[src/rtl/zmod_pkg.sv]
// Shared PRBS-7 definitions for the ZMOD loopback link (checker and transmitter).
package zmod_pkg;

  typedef enum logic {
    ACQ    = 1'b0,
    LOCKED = 1'b1
  } prbs_state_t;

  localparam int PRBS_ORDER = 7;

  // x^7 + x^6 + 1: the next bit is the XOR of the two oldest bits in the window.
  function automatic logic prbs7_next(input logic [PRBS_ORDER-1:0] state);
    return state[6] ^ state[5];
  endfunction

endpackage

[src/rtl/zmod_prbs_lane_check.sv]
// One lane of the PRBS-7 checker: acquires lock on the incoming stream,
// then free-runs its own LFSR and counts mismatching bits.
module zmod_prbs_lane_check
  import zmod_pkg::*;
#(
  parameter int CNT_W      = 32,
  parameter int LOCK_CNT   = 64,
  parameter int UNLOCK_ERR = 8
) (
  input  logic             clk_i,
  input  logic             rst_ni,
  input  logic             en_i,
  input  logic             d_i,
  input  logic             clear_i,
  output logic             locked_o,
  output logic             locked_d_o,
  output logic [CNT_W-1:0] err_cnt_o,
  output logic             err_pulse_o
);

  localparam int RUN_W  = $clog2(LOCK_CNT + 1);
  localparam int CERR_W = $clog2(UNLOCK_ERR + 1);
  localparam int FILL_W = $clog2(PRBS_ORDER + 1);

  localparam logic [FILL_W-1:0] FILL_FULL = FILL_W'(PRBS_ORDER);
  localparam logic [RUN_W-1:0]  RUN_LAST  = RUN_W'(LOCK_CNT - 1);
  localparam logic [CERR_W-1:0] CERR_LAST = CERR_W'(UNLOCK_ERR - 1);

  prbs_state_t               state_q, state_d;
  logic [PRBS_ORDER-1:0]     lfsr_q, lfsr_d;
  logic [FILL_W-1:0]         fill_q, fill_d;
  logic [RUN_W-1:0]          run_q, run_d;
  logic [CERR_W-1:0]         cerr_q, cerr_d;
  logic [CNT_W-1:0]          err_cnt_q, err_cnt_d;
  logic                      err_pulse_q, err_pulse_d;
  logic                      pred_s;
  logic                      mismatch_s;
  logic                      cnt_inc_s;

  assign pred_s     = prbs7_next(lfsr_q);
  assign mismatch_s = d_i ^ pred_s;

  always_comb begin
    state_d     = state_q;
    lfsr_d      = lfsr_q;
    fill_d      = fill_q;
    run_d       = run_q;
    cerr_d      = cerr_q;
    cnt_inc_s   = 1'b0;
    err_pulse_d = 1'b0;
    if (en_i) begin
      case (state_q)
        ACQ: begin
          lfsr_d = {lfsr_q[PRBS_ORDER-2:0], d_i};
          if (fill_q == FILL_FULL) begin
            // An all-zero window trivially predicts zero; refuse to lock on it.
            if (!mismatch_s && (lfsr_q != '0)) begin
              if (run_q == RUN_LAST) begin
                state_d = LOCKED;
                run_d   = '0;
              end else begin
                run_d = run_q + RUN_W'(1);
              end
            end else begin
              run_d = '0;
            end
          end else begin
            fill_d = fill_q + FILL_W'(1);
          end
        end
        LOCKED: begin
          // Received bits are not fed back, so a single flip costs exactly one error.
          lfsr_d = {lfsr_q[PRBS_ORDER-2:0], pred_s};
          if (mismatch_s) begin
            cnt_inc_s   = 1'b1;
            err_pulse_d = 1'b1;
            if (cerr_q == CERR_LAST) begin
              state_d = ACQ;
              fill_d  = '0;
              run_d   = '0;
              cerr_d  = '0;
            end else begin
              cerr_d = cerr_q + CERR_W'(1);
            end
          end else begin
            cerr_d = '0;
          end
        end
        default: begin
          state_d = ACQ;
        end
      endcase
    end else begin
      err_pulse_d = 1'b0;
    end
  end

  always_comb begin
    err_cnt_d = err_cnt_q;
    if (clear_i) begin
      err_cnt_d = '0;
    end else if (cnt_inc_s && (err_cnt_q != '1)) begin
      err_cnt_d = err_cnt_q + CNT_W'(1);
    end else begin
      err_cnt_d = err_cnt_q;
    end
  end

  always_ff @(posedge clk_i or negedge rst_ni) begin
    if (!rst_ni) begin
      state_q     <= ACQ;
      lfsr_q      <= '0;
      fill_q      <= '0;
      run_q       <= '0;
      cerr_q      <= '0;
      err_cnt_q   <= '0;
      err_pulse_q <= 1'b0;
    end else begin
      state_q     <= state_d;
      lfsr_q      <= lfsr_d;
      fill_q      <= fill_d;
      run_q       <= run_d;
      cerr_q      <= cerr_d;
      err_cnt_q   <= err_cnt_d;
      err_pulse_q <= err_pulse_d;
    end
  end

  assign locked_o    = (state_q == LOCKED);
  assign locked_d_o  = (state_d == LOCKED);
  assign err_cnt_o   = err_cnt_q;
  assign err_pulse_o = err_pulse_q;

endmodule

[config.mk]
export PLATFORM = sky130hd
export DESIGN_NAME = zmod_prbs_lane_check
export DESIGN_NICKNAME = d
export VERILOG_FILES = /design/src/rtl/zmod_pkg.sv /design/src/rtl/zmod_prbs_lane_check.sv
export SDC_FILE = /design/constraint.sdc
export NUM_CORES = 1
export LEC_CHECK = 0
export BUFFER_PORTS_ARGS = -buffer_cell sky130_fd_sc_hd__buf_4
export CORE_MARGIN = 2
export CORE_UTILIZATION = 40
export DETAILED_ROUTE_END_ITERATION = 10
export GPL_TIMING_DRIVEN = 1
export RECOVER_POWER = 50
export SKIP_LAST_GASP = 1
export SLEW_MARGIN = 20
export SYNTH_ARGS = -nofsm -noshare
export SYNTH_HDL_FRONTEND = slang
export SYNTH_SLANG_ARGS = --single-unit
[constraint.sdc]
create_clock -name clk_i -period 2.36 [get_ports clk_i]
set_input_delay 0.472 -clock clk_i [delete_from_list [all_inputs] [get_ports clk_i]]
set_output_delay 0.472 -clock clk_i [all_outputs]
set_load 0.01 [all_outputs]
; ---- Word-level counts from Yosys, hierarchy flattened
; Index checks and enable logic that the tools add are counted.
[word_totals]
output_inout_bits = 35
inputBits = 5
reg_bits = 55
[op_classes]
add_sub_neg = 4
eq_ne = 8
reduce_logical = 8
bitwise = 3
mux = 25
[ops]
columns = op, n
row1 = 32-bit two-way mux, 2
row2 = 7-bit two-way mux, 5
row3 = "32-bit by 1-bit adder with 32-bit output, second input constant", 1
row4 = "32-bit != test, second input constant", 1
row5 = 7-bit case mux with 2 select lines, 2
row6 = 1-bit two-way mux, 9
row7 = 3-bit two-way mux, 3
row8 = 4-bit two-way mux, 2
row9 = 4-bit AND reduction, 2
row10 = "7-bit by 1-bit adder with 7-bit output, second input constant", 1
row11 = "7-bit by 6-bit equality test with 1-bit output, second input constant", 1
row12 = 7-bit nonzero test, 1
row13 = 3-bit case mux with 2 select lines, 1
row14 = "4-bit by 1-bit adder with 4-bit output, second input constant", 1
row15 = "4-bit by 3-bit equality test with 1-bit output, second input constant", 1
row16 = "2-bit by 1-bit != test with 1-bit output, second input constant", 2
row17 = "2-bit != test, second input constant", 2
row18 = "3-bit by 1-bit adder with 3-bit output, second input constant", 1
row19 = "3-bit equality test, second input constant", 1
row20 = 1-bit logical AND, 2
row21 = 1-bit case mux with 2 select lines, 1
row22 = 2-bit AND reduction, 1
row23 = 2-bit nonzero test, 1
row24 = 1-bit bitwise XOR, 2
row25 = 2 further kinds, 2

; ---- Depth between registers and ports, before layout
; Gate-level depths: netlist (run 1).
[logic_depth]
depth_word = 8
mapped_depth = 9
depth_no_buf = 6

; ---- Worst setup path before layout (run 1)
; OpenSTA, ideal clock, no wires.
[synth_path]
path_kind = register to register
startpoint = register err_cnt_q[0], in the netlist err_cnt_o[0]
endpoint = register err_cnt_q[1], in the netlist err_cnt_o[1]
arrival_ps = 2070
setup_ps = 132
stages_incl_launch_ff = 9
path_buffers = 2
synth_period_minus_slack_ps = 2202
path_slack_ps = 158
cell_sequence = dfrtp_1 > ha_1 > and4_1 > nand4_1 > o31ai_4 > buf_2 > buf_4 > mux2i_1 > nor2_1
[synth_between]
elab_chain_len = 3
elab_cells_between_ends = 6
cone_classes = add/sub (1) / eq/ne (1) / mux (2) / reduce/logical (2)
[synth_rtl]
columns = item, line
row1 = start: declaration, zmod_prbs_lane_check.sv:34  ; logic [CNT_W-1:0] err_cnt_q, err_cnt_d;
row2 = start signal: assignment, zmod_prbs_lane_check.sv:124  ; err_cnt_q <= err_cnt_d;
row3 = 32-bit by 1-bit adder with 32-bit output / 32-bit != test (equally long branches), "zmod_prbs_lane_check.sv:103, zmod_prbs_lane_check.sv:102"
row4 = 32-bit two-way mux / 1-bit logical AND (equally long branches), zmod_prbs_lane_check.sv:102  ; end else if (cnt_inc_s && (err_cnt_q != '1)) begin
row5 = 32-bit two-way mux / 2-bit nonzero test (equally long branches), -
; Parallel ways exist; a longest one is shown, timed or not. The select of a mux whose other input is x is not followed.
; A chain may end at the register's enable or synchronous reset.

; ---- Worst setup path in the final report (run 1)
[layout_path]
startpoint = register run_q[1]
endpoint = output port locked_d_o
[layout_between]
elab_chain_len = 6
[layout_rtl]
columns = item, line
row1 = start: declaration, zmod_prbs_lane_check.sv:32  ; logic [RUN_W-1:0] run_q, run_d;
row2 = start signal: assignment, zmod_prbs_lane_check.sv:122  ; run_q <= run_d;
row3 = 7-bit by 6-bit equality test with 1-bit output, zmod_prbs_lane_check.sv:58  ; if (run_q == RUN_LAST) begin
row4 = 1-bit two-way mux, zmod_prbs_lane_check.sv:58
row5 = 1-bit two-way mux, zmod_prbs_lane_check.sv:57  ; if (!mismatch_s && (lfsr_q != '0)) begin
row6 = 1-bit two-way mux, zmod_prbs_lane_check.sv:55  ; if (fill_q == FILL_FULL) begin
row7 = 1-bit case mux with 2 select lines, zmod_prbs_lane_check.sv:52  ; case (state_q)
row8 = 1-bit two-way mux, zmod_prbs_lane_check.sv:51  ; if (en_i) begin
row9 = end: declaration, zmod_prbs_lane_check.sv:16  ; output logic locked_d_o,
; No other way between the ends.

==> results of run 1 <==
[critical path: stages (launching register included)]
cell and delay (ns):
dfrtp_1 0.38, ha_2 0.20, and3_4 0.21, nand3_2 0.09, nor2_2 0.16, a41oi_1 0.12, nor2_1 0.16, buf_4 0.14
[per-stage QoR]
| step | power, mW | std cells | hold WS [ns] | worst slack [ns] |
|---|---|---|---|---|
| final | 2.08 | 449 | 0.468 | 0.136 |
| after global routing | 2.20 | 449 | 0.534 | -0.0154 |
| after CTS | 2.11 | 445 | 0.224 | 0.0446 |
| after detailed placement | 1.45 | 437 | 0.476 | 0.264 |
| after global placement | 1.44 | 437 | 0.470 | 0.305 |
| after floorplan | 1.38 | 304 | 0.176 | 0.158 |
[final cells by class]
class                           instances  area, µm²
Sequential cell                        55       1380
Inverter                                6       27.5
Fill cell                             734       3700
Timing Repair Buffer                   51        370
Multi-Input combinational cell        230       1530
Clock buffer                            6       82.6
Tap cell                               99        124
Clock inverter                          2       35.0
[power by group through the flow]
stage / sequential (mW) / clock, mW / combinational (mW)
floorplan: 1.06 / 0 / 0.318
global placement: 1.09 / 0 / 0.346
detailed placement: 1.10 / 0 / 0.358
CTS: 1.08 / 0.674 / 0.358
global route: 1.09 / 0.710 / 0.404
finish: 1.08 / 0.645 / 0.355
[registers in the layout (all words and copies together), names as in the netlist]
register / count
fill_q: 3
run_q: 7
cerr_q: 4
err_cnt_o: 32
locked_o: 1
err_pulse_o: 1
lfsr_q: 7
[cell usage in the layout (no fill, tap or decap), types with 4 or more instances in the layout]
cell | netlist | layout
mux2_2 | 7 | 7
or3_1 | 10 | 10
xor2_1 | 4 | 4
or4_1 | 13 | 13
nand4_1 | 10 | 10
inv_1 | 5 | 5
nor3_1 | 5 | 5
clkbuf_8 | 0 | 6
a21oi_1 | 27 | 27
nand2_1 | 24 | 24
nor2b_1 | 8 | 8
o21ai_0 | 7 | 7
nor4_1 | 6 | 5
clkbuf_1 | 6 | 6
nor2_1 | 20 | 19
nand3_1 | 15 | 15
and4_1 | 8 | 8
o31ai_1 | 14 | 14
mux2_1 | 5 | 5
ha_1 | 5 | 4
o21ai_1 | 6 | 6
dfrtp_1 | 55 | 53
buf_4 | 2 | 43
[how the worst min path moves through the flow]
stage / startpoint / to / slack (ns) / cells after the start
floorplan: rst_ni / cerr_q[0] / 0.18 / 0
global placement: run_q[6] / run_q[6] / 0.47 / 1
detailed placement: run_q[6] / run_q[6] / 0.48 / 1
CTS: rst_ni / lfsr_q[2] / 0.22 / 1
global route: run_q[6] / run_q[6] / 0.53 / 1
finish: rst_ni / lfsr_q[1] / 0.47 / 1
[routing by layer]
metal / part of all wire, % / wire (µm) / track usage [%]
met1: 50 / 3240 / 22.7
met2: 46 / 2990 / 26.6
met3: 3.5 / 226 / 3.09
met4: 0.65 / 42 / 3.46
met5: 0 / 0 / 0
[cell families after synthesis]
| kind of cell | Yosys count | share of synthesized area [%] |
|---|---|---|
| simple gates | 128 | 23.9 |
| compound gates | 76 | 16.7 |
| flops | 55 | 45.9 |
| buf+inv | 19 | 3.21 |
| mux | 14 | 5.17 |
| xor+xnor | 7 | 3.05 |
| fa+ha+maj | 5 | 2.09 |
[repair_timing]
action / in CTS / in global routing
setup endpoints to repair: 1 / 1
buffers inserted: 0 / 4
pin swaps: 0 / 3
resized for setup: 1 / 6
==> flow_summary.yaml, run 1 <==
run_status:
  status: "complete, no violations"
floorplan:
  die_y_um: 90.6
  start_util_pct: 41.3
  die_area_mm2: 0.00821
  die_w_um: 90.6
  core_area_mm2: 0.00725
  ios: 40
  rows: 31
layout:
  final_core_utilization_pct: 49.0
  layout-drive-gt1-share_pct: 20.0
  antenna_cells: 0
  area_growth_pct: 18.4
  finalNetCount: 359
  design_area_mm2: 0.00355
grt:
  first_global_vias: 2371
  grt_pass1_wl_um: 11200
  grt.overflow.total: 0
  grt_start_max_net_pins: 56
  antenna_found_initial: 0
  grt_usage_pct: 16.3
yosys:
  ys_async_sr_fraction_pct: 100
  ys_seq_area_share_pct: 45.9
  avgSynthCellArea_um2: 9.87
  synth.area.top_cells: "dfrtp_1 (46%), a21oi_1 (4.5%), o31ai_1 (3.5%), or4_1 (3.3%), nand2_1 (3.0%)"
  synth_edf_count: 0
  netlist_area_mm2: 0.00300
  synth.net_count: 314
  yosys.area.top_type: "dfrtp_1"
  yosysWarnings: 0
  synth_cells: 304
  yosysUniqueCellTypes: 51
  synth_flop_cell: "dfrtp_1"
  synth.most_common_cell: "dfrtp_1"
  ys_ff_latch: 55
  synth_common_cells: "dfrtp_1 (55), a21oi_1 (27), nand2_1 (24), nor2_1 (20), nand3_1 (15)"
  synth_top_area_share_pct: 45.9
setup_path:
  endpoint_kind: "output pin"
  worstRegToRegCells: 7
  startpoint: "run_q[1]"
  worstReg2RegStart: "lfsr_q[5]"
  cp-endpoint: "locked_d_o"
  required_ns: 1.89
  critical_path_class: "flop to output pin"
  rrSetupSlack_ns: 0.17
  cp_max_fo: 3
  cp-start-kind: "flop"
  rr_endpoint: "err_cnt_o[9]"
  crit_arrival_ns: 1.75
clocking:
  postCtsHoldBufs: 0
  clk_path_buf_depth: 2
  cts_buffers: 5
  ctsRootBufferMaster: "clkbuf_8"
  cts_tree: "yes"
  clk_latency_ns: 0.30
  htree_levels: 2
  cts.reportedPaths.clkPinSlew_ns: 0.10
  cts_sinks: 55
placement:
  place_congestion: 0.796
  post_dp_cell_area_mm2: 0.00342
  dp_hpwl_um: 4510
  numPortBuffers: 39
sta:
  setup_viol: 0
  timing.final.crit_period_ns: 2.22
  fin_setup_tns_ns: 0
  hold_viol_final: 0
  worst_pin_slew_ns: 1.38
  finClkSkew_ns: 0.00706
  fin_crit_sh_pct: 94.2
  maxSlewViolCount: 0
  slew_headroom_pct: 8.16
  fmax_mhz: 450
worst_hold_path:
  hold_path_class: "input port to async pin"
detailed_routing:
  ant_nets: 0
  vias: 2519
  viasPerCell: 5.61
  wl_um: 6510
  drtIter0Drc: 54
  drc: 0
  drt-wirelength-per-cell_um: 14.5
  dr.pass1.iters: 4
power_and_ir_drop:
  max-vdd-ir-drop_mv: 0.275
  pwr-share-comb_pct: 17.1
  clkPwrFrac_pct: 31.0
  swShare_pct: 25.6
  power.density_mw_per_mm2: 585
  p_int_mw: 1.55
  p_leak_nw: 1.49
  switchingPower_uw: 533
  seqPwrFrac_pct: 51.9
run:
  maxCapViolations: 0
Note: power is estimated with default switching activity, not from simulation.
==> run 2, diff against run 1 <==
CORE_UTILIZATION = 57   (was 40)
PLACE_DENSITY = 0.79   (was not set)
==> run 2 against run 1 <==
Non-clock buffer count grew 2. Critical path type unchanged. Worst hold slack lost 0.016 ns. Clock power grew 13%. Register-to-register slack lost 0.07 ns. Flip-flop and latch count is the same. Sequential power is essentially flat.
==> flow_summary.yaml, run 2 (synthesized netlist as in run 1, its figures left out) <==
power_and_ir_drop:
  clkPwrFrac_pct: 32.9
  switchingPower_uw: 576
  pwr-share-comb_pct: 18.0
  p_leak_nw: 1.50
  max-vdd-ir-drop_mv: 0.296
  power.density_mw_per_mm2: 621
  p_int_mw: 1.64
  seqPwrFrac_pct: 49.1
  swShare_pct: 26.0
sta:
  finClkSkew_ns: 0.00688
  fmax_mhz: 433
  worst_pin_slew_ns: 1.34
  timing.final.crit_period_ns: 2.31
  fin_setup_tns_ns: 0
  slew_headroom_pct: 10.8
  fin_crit_sh_pct: 98.0
  maxSlewViolCount: 0
  hold_viol_final: 0
  whs_ns: 0.451
  setup_viol: 0
detailed_routing:
  wl_um: 6860
  drtIter0Drc: 198
  ant_nets: 0
  drt-wirelength-per-cell_um: 16.3
  dr.pass1.iters: 4
  viasPerCell: 6.14
  drc: 0
  vias: 2592
run_status:
  status: "complete, no violations"
layout:
  final_cells: 422
  final_common_cell: "dfrtp_1"
  area_growth_pct: 19.0
  antenna_cells: 0
  layout-drive-gt1-share_pct: 20.5
  finalNetCount: 361
  final_cell_mix: "dfrtp_1 (54), buf_4 (43), a21oi_1 (27), nand2_1 (23), nor2_1 (18)"
  nFillCells: 438
  largest_reg_flops: 32
floorplan:
  die_y_um: 76.5
  start_util_pct: 58.7
  rows: 26
  core_area_mm2: 0.00511
  die_area_mm2: 0.00586
  die_w_um: 76.5
  ios: 40
grt:
  grt.overflow.total: 0
  antenna_found_initial: 0
  grt_pass1_wl_um: 11000
  grt_start_max_net_pins: 56
  use_met1_pct: 30.5
  met2_usage_pct: 38.9
  grt_usage_pct: 23.1
  globalRouteMet3Util_pct: 2.84
  grt_busiest_layer: "met2"
  first_global_vias: 2325
setup_path:
  critical_path_class: "flop to output pin"
  endpoint_kind: "output pin"
  path_common_cell: "nor2_2"
  path_cells: "ha_4, and3_4, nand3_1, nor2_2, a41oi_2, nor2_2, buf_4"
  required_ns: 1.89
  cp_max_fo: 4
  slowest_stage: "dfrtp_1"
  crit_arrival_ns: 1.84
  slowest_delay_ns: 0.43
  cp-start-kind: "flop"
clocking:
  htree_levels: 2
  cts_tree: "yes"
  clk_latency_ns: 0.31
  clk_path_buf_depth: 2
  cts_sinks: 55
  cts_buffers: 5
  cts.reportedPaths.clkPinSlew_ns: 0.10
  ctsRootBufferMaster: "clkbuf_8"
placement:
  dp.cells: 408
  dp_hpwl_um: 4580
  place_congestion: 0.823
  numPortBuffers: 39
worst_hold_path:
  hold_path_class: "input port to async pin"
run:
  maxCapViolations: 0
==> run 2: stage by stage <==
step           worst slack (ns)  instance area, µm²  total power, mW  util [%]
6_report                 0.0480                3570             2.22      69.9
3_5_place_dp              0.275                3380             1.46      66.2
2_1_floorplan             0.158                3000             1.38         -
4_1_cts                  0.0255                3540             2.19      69.4
3_3_place_gp              0.315                3380             1.43      66.2
5_1_grt                -0.00203                3570             2.32      69.9
==> run 2: layer usage <==
layer / vias to the layer above / wire [µm]
li1: 1242 / -
met1: 1241 / 3060
met3: 15 / 314
met2: 94 / 3360
met5: - / 0
met4: 0 / 127
==> run 2: final timing paths <==
kind | startpoint | endpoint | slack [ns] | cells past startpoint
max | run_q[0] | locked_d_o | 0.05 | 7
min | rst_ni | run_q[0] | 0.45 | 1
max reg2reg | lfsr_q[6] | err_cnt_o[9] | 0.10 | 8
min reg2reg | run_q[6] | run_q[6] | 0.51 | 1
max in group asynchronous | rst_ni | lfsr_q[6] | 1.02 | 1
min in group clk_i | run_q[6] | run_q[6] | 0.51 | 1
==> run 2: critical path, delay by kind of cell, from the launching register on <==
kind / cells / cell delay, ns
buffers and inverters: 1 / 0.14
adder cells (fa/ha/maj): 1 / 0.16
AND/OR/NAND/NOR: 4 / 0.65
AO/OA/AOI/OAI: 1 / 0.15
flip-flops: 1 / 0.43
==> run 2: layout make-up <==
cell class              instances  area [µm²]  area share, %
clock buffers                   5        68.8           1.93
clock inverters                 3        67.6           1.89
inverters                       6        27.5          0.771
multi-input cells             230        1560           43.8
flip-flops and latches         55        1380           38.6
well taps                      70        87.6           2.45
repair buffers                 53         378           10.6
==> run 2: power groups by stage <==
stage	logic (mW)	registers (mW)	clock network (mW)
after floorplan	0.318	1.06	0
after global placement	0.343	1.09	0
after detailed placement	0.360	1.10	0
after CTS	0.361	1.08	0.744
after global routing	0.436	1.10	0.784
final	0.399	1.09	0.729
==> run 2: repair_timing <==
item / in CTS / in global routing
cloned: 0 / 0
resized for setup: 3 / 7
hold buffers: 0 / 0
setup endpoints to repair: 1 / 1
pin swaps: 2 / 5
setup buffers: 2 / 4
